<file path="config.mk">
export PLATFORM = sky130hd
export DESIGN_NAME = stopwatch_ctrl
export DESIGN_NICKNAME = d
export VERILOG_FILES = /design/src/rtl/stopwatch_ctrl.sv
export SDC_FILE = /design/constraint.sdc
export NUM_CORES = 1
export LEC_CHECK = 0
export BUFFER_PORTS_ARGS = -buffer_cell sky130_fd_sc_hd__buf_2
export CORE_ASPECT_RATIO = 1.5
export CORE_UTILIZATION = 52
export DETAILED_ROUTE_END_ITERATION = 12
export PLACE_DENSITY = 0.77
export SLEW_MARGIN = 25
export SYNTH_ARGS = -nofsm -noshare
export SYNTH_HDL_FRONTEND = slang
export SYNTH_SLANG_ARGS = --single-unit
export TNS_END_PERCENT = 50
</file>
<file path="constraint.sdc">
create_clock -name clk -period 2.3 [get_ports clk]
set_clock_uncertainty 0.15 [all_clocks]
set_input_delay 0.115 -clock clk [delete_from_list [all_inputs] [get_ports clk]]
set_output_delay 0.115 -clock clk [all_outputs]
set_load 0.02 [all_outputs]
</file>
<file path="src/rtl/stopwatch_ctrl.sv">
// stopwatch_ctrl: run/pause/clear sequencer with a 0.1 s prescaler and an
// M:SS.T BCD counter that drives a four-digit seven-segment multiplexer.
// Optional lap-freeze display is built when STOPWATCH_CTRL_LAP_EN is defined.
module stopwatch_ctrl #(
  parameter int unsigned TICK_DIV = 5_000_000
) (
  input  logic       clk,
  input  logic       reset,
  input  logic       go,
  input  logic       clr,
  input  logic       lap,
  output logic [3:0] hex3,
  output logic [3:0] hex2,
  output logic [3:0] hex1,
  output logic [3:0] hex0,
  output logic [3:0] dp_out,
  output logic       running,
  output logic       ovf,
  output logic       lap_active
);

  localparam int unsigned    PW        = $clog2(TICK_DIV);
  localparam logic [PW-1:0]  PRESC_MAX = PW'(TICK_DIV - 1);
  localparam logic [15:0]    CNT_MAX   = 16'h9599;

  typedef enum logic [1:0] {
    S_IDLE,
    S_RUN,
    S_PAUSE,
    S_OVF
  } state_t;

  state_t        state_q, state_d;
  logic [PW-1:0] presc_q, presc_d;
  logic [15:0]   cnt_q, cnt_d, cnt_inc;

  // bit order: {lap, clr, go}
  logic [2:0] btn_s1_q, btn_s2_q, btn_prev_q;
  logic       go_edge, clr_edge, lap_edge;

  // Two-flop synchronizers plus previous-value register for edge detection
  always_ff @(posedge clk or posedge reset) begin
    if (reset) begin
      btn_s1_q   <= '0;
      btn_s2_q   <= '0;
      btn_prev_q <= '0;
    end else begin
      btn_s1_q   <= {lap, clr, go};
      btn_s2_q   <= btn_s1_q;
      btn_prev_q <= btn_s2_q;
    end
  end

  assign go_edge  = btn_s2_q[0] & ~btn_prev_q[0];
  assign clr_edge = btn_s2_q[1] & ~btn_prev_q[1];
  assign lap_edge = btn_s2_q[2] & ~btn_prev_q[2];

  // BCD increment of M:SS.T with the full carry chain resolved in one cycle
  always_comb begin
    cnt_inc = cnt_q;
    if (cnt_q[3:0] == 4'd9) begin
      cnt_inc[3:0] = 4'd0;
      if (cnt_q[7:4] == 4'd9) begin
        cnt_inc[7:4] = 4'd0;
        if (cnt_q[11:8] == 4'd5) begin
          cnt_inc[11:8]  = 4'd0;
          cnt_inc[15:12] = cnt_q[15:12] + 4'd1;
        end else begin
          cnt_inc[11:8] = cnt_q[11:8] + 4'd1;
        end
      end else begin
        cnt_inc[7:4] = cnt_q[7:4] + 4'd1;
      end
    end else begin
      cnt_inc[3:0] = cnt_q[3:0] + 4'd1;
    end
  end

  // Next-state, prescaler and count; clr overrides everything else
  always_comb begin
    state_d = state_q;
    presc_d = presc_q;
    cnt_d   = cnt_q;
    if (clr_edge) begin
      state_d = S_IDLE;
      presc_d = '0;
      cnt_d   = '0;
    end else begin
      unique case (state_q)
        S_IDLE: begin
          if (go_edge) state_d = S_RUN;
        end
        S_RUN: begin
          if (presc_q == PRESC_MAX) begin
            presc_d = '0;
            if (cnt_q == CNT_MAX) state_d = S_OVF;
            else                  cnt_d   = cnt_inc;
          end else begin
            presc_d = presc_q + 1'b1;
          end
          // a coincident tick is applied first; overflow wins over pause
          if (go_edge && (state_d != S_OVF)) state_d = S_PAUSE;
        end
        S_PAUSE: begin
          if (go_edge) state_d = S_RUN;
        end
        S_OVF: begin
          state_d = S_OVF;
        end
        default: state_d = S_IDLE;
      endcase
    end
  end

  // State, prescaler and live count registers
  always_ff @(posedge clk or posedge reset) begin
    if (reset) begin
      state_q <= S_IDLE;
      presc_q <= '0;
      cnt_q   <= '0;
    end else begin
      state_q <= state_d;
      presc_q <= presc_d;
      cnt_q   <= cnt_d;
    end
  end

  assign running = (state_q == S_RUN);
  assign ovf     = (state_q == S_OVF);
  assign dp_out  = (state_q == S_OVF) ? 4'b0000 : 4'b0101;

`ifdef STOPWATCH_CTRL_LAP_EN
  logic        lap_active_q, lap_active_d;
  logic [15:0] frz_q, frz_d, disp_q, disp_d;

  // Lap freeze toggle and capture; display register follows the next-state values
  always_comb begin
    lap_active_d = lap_active_q;
    frz_d        = frz_q;
    if ((state_d == S_IDLE) || (state_d == S_OVF)) begin
      lap_active_d = 1'b0;
    end else if (lap_edge && ((state_q == S_RUN) || (state_q == S_PAUSE))) begin
      lap_active_d = ~lap_active_q;
      if (!lap_active_q) frz_d = cnt_q;
    end
    disp_d = lap_active_d ? frz_d : cnt_d;
  end

  // Lap and display registers
  always_ff @(posedge clk or posedge reset) begin
    if (reset) begin
      lap_active_q <= 1'b0;
      frz_q        <= '0;
      disp_q       <= '0;
    end else begin
      lap_active_q <= lap_active_d;
      frz_q        <= frz_d;
      disp_q       <= disp_d;
    end
  end

  assign {hex3, hex2, hex1, hex0} = disp_q;
  assign lap_active               = lap_active_q;
`else
  logic lap_unused;

  assign lap_unused               = lap_edge;
  assign {hex3, hex2, hex1, hex0} = cnt_q;
  assign lap_active               = 1'b0;
`endif

endmodule

</file>
==> flow_summary.toml <==
[placement]
dp_cells = 353
placed_area_um2 = 2790
port_buffers = 23
dp_hpwl_mm = 3.89
gp_congestion = 0.819
place_ws_ps = 39.4

[yosys]
syn_area_per_cell_um2 = 9.71
synthCells = 261
synth-edff-count = 0
ys_ff_latch = 47
synth_cell_type_count = 49
yosysWarnings = 0
seq_area_frac_synth_pct = 46.4
synth_ff_type = "dfrtp_1"
async_reset_ff_share_pct = 100
synth_area_um2 = 2530

[timing]
maxSlewViolCount = 0
tns_ps = 0
worst_slew_pin_slew_ps = 674
rsz0062_at_grt = "false"
timing.final.ws_setup_ps = 99.5
timing.final.setup_violations = 0
hold_viol_final = 0
fin_crit_sh_pct = 95.7
fmax_ghz = 0.454
relSlewSlack_pct = 55.0
period_minus_slack_ps = 2200

[pwr]
vdd_drop_max_mv = 0.490
p_per_area_nw_per_um2 = 558
p_leak_nw = 1.38

[grt]
grtUsageTotal_pct = 23.0
gr-usage-met1_pct = 26.3
first_global_vias = 1986
gr-usage-met3_pct = 4.46
grt_pass1_wl_mm = 9.00
grt_overflow = 0
grt_busiest_layer = "met2"
antenna_found_initial = 0
use_met2_pct = 41.4
grt_max_degree = 48

[cells_and_area]
syn2layout_area_growth_pct = 16.6
fin_area_um2 = 2960
drive_gt1_share_pct = 20.6
diodes = 0
finish.utilization_pct = 64.0
stdcell_count = 365
layout_common_cells = "dfrtp_1, nor2_1, buf_2"
nets = 314
final_common_cell = "dfrtp_1"
n_fill_cell = 408

[worst_setup_path]
critPathMaxStageDelay_ps = 570
critical-path-top-delay-family = "simple AND/OR/NAND/NOR gates"
arrival_ps = 2240
cp_slowest_cell = "or4_1"
path_class = "reg2reg"
cp_max_fo = 6
critPathRequiredTime_ps = 2340
cp_num_cells = 5
path_buf_inv = 0
rr_worst_depth = 5
endpoint_kind = "flop"
crit_chain = "ha_1 > nand3_2 > or4_1 > o211a_1 > mux2_2"
worst_setup_path_start_kind = "flop"

[routing]
drt_iter0_drc = 128
dr.pass1.iters = 4
drc = 0
avgViaCountPerCell = 5.73
via_count = 2092
antenna_left = 0
wl_per_cell_um = 14.7
drt-total-wl_mm = 5.36

[floorplan]
die_area_um2 = 5160
die_w_um = 59.0
die_h_um = 87.5
initial_core_util_pct = 54.9
std_cell_rows = 30
pin_count = 28
core_um2 = 4620

[clock_tree]
ctsHtreeMaxLevel = 2
cts_tree = "yes"
worstSkewPairLatency_ps = 300
clkTransAtPathRegs_ps = 80
clkSinkCount = 47
cts_buffer_depth = 2
clockRootBuffer = "clkbuf_8"
cts_made_buffers = 5

[hold_path]
hp-class = "reg2reg"
hold_depth = 0

[run_status]
outcome = "finished, final reports clean"

[flow_run]
cap_violations = 0
==> final timing paths <==
check	from	to	slack (ps)
max	presc_q[0]$_DFFE_PP0P_	presc_q[0]$_DFFE_PP0P_	100
min in group asynchronous	reset	btn_s1_q[1]$_DFF_PP0_	350
max reg2reg	presc_q[0]$_DFFE_PP0P_	presc_q[0]$_DFFE_PP0P_	100
min reg2reg	btn_s1_q[1]$_DFF_PP0_	btn_s2_q[1]$_DFF_PP0_	210
min	btn_s1_q[1]$_DFF_PP0_	btn_s2_q[1]$_DFF_PP0_	210
max in group asynchronous	reset	presc_q[12]$_DFFE_PP0P_	1250
==> routing by layer <==
layer  routed length [um]  share of wire (%)
met3                  206                3.8
met1                 2140                 40
met4                   79                1.5
met2                 2930                 55
met5                    0                  0
==> area by class of cell <==
class / instances / area, um2 / share of cell area, %
clock buffer: 6 / 82.6 / 2.79
clock inverter: 2 / 35.0 / 1.19
inverter: 9 / 33.8 / 1.14
multi-input combinational: 195 / 1280 / 43.4
sequential: 47 / 1180 / 39.8
tap: 64 / 80.1 / 2.71
timing repair buffer: 42 / 265 / 8.98
==> synthesized netlist by cell type (all sizes together) (3+ instances only) <==
| master | instances | area (um2) |
|---|---|---|
| buf | 6 | 40.0 |
| and3 | 8 | 50.1 |
| a21oi | 9 | 45.0 |
| nand2 | 22 | 87.6 |
| nor3 | 6 | 30.0 |
| inv | 9 | 33.8 |
| xor2 | 15 | 131 |
| a211oi | 3 | 27.5 |
| clkbuf | 6 | 22.5 |
| or3 | 7 | 43.8 |
| mux2 | 3 | 33.8 |
| nor2 | 29 | 109 |
| or4 | 3 | 22.5 |
| nand2b | 4 | 25.0 |
| o21ai | 10 | 50.1 |
| nand3 | 14 | 80.1 |
| and3b | 4 | 35.0 |
| xnor2 | 4 | 35.0 |
| nand4 | 10 | 62.6 |
| ha | 9 | 113 |
| dfrtp | 47 | 1180 |
==> through the flow <==
stage               power (mW)  hold WS, ps
floorplan                0.988        -3.57
finish                    1.65          205
global route              1.70          222
CTS                       1.65          209
detailed placement        1.03         77.5
global placement          1.02         74.2
==> timing repair <==
action                                  CTS  global route
resized for setup                         0             3
endpoints found under the setup margin    0            11
hold buffers                              3             0
buffers inserted                          0             1
endpoints found under the hold margin    49             0
==> state kept, by name (all words and copies together), names as in the netlist <==
register and flops:
presc_q 23, cnt_q 16, btn_prev_q 2, btn_s1_q 2, btn_s2_q 2, state_q 2
==> kinds of logic after synthesis <==
group	share of synthesized area [%]
AOI/OAI and AO/OA	9.14
xor gates and xnor gates	6.57
adders and majority gates	4.44
buffers and inverters	3.80
DFF	46.4
muxes	1.33
other	0.148
and+or+nand+nor	28.1
==> worst register-to-register path: cells and delay by family (launching register included) <==
| family | cells | cell delay (ps) |
|---|---|---|
| fa+ha+maj | 1 | 200 |
| compound gates | 1 | 310 |
| mux | 1 | 290 |
| simple gates | 2 | 720 |
| flops | 1 | 410 |
==> where the power goes <==
part / internal [mW] / leakage [nW] / switching, mW
clock: 0.352 / 0.0612 / 0.276
combinational: 0.0511 / 0.677 / 0.0881
sequential: 0.853 / 0.638 / 0.0285
total: 1.26 / 1.38 / 0.392
Note: power is estimated with default switching activity, not from simulation.
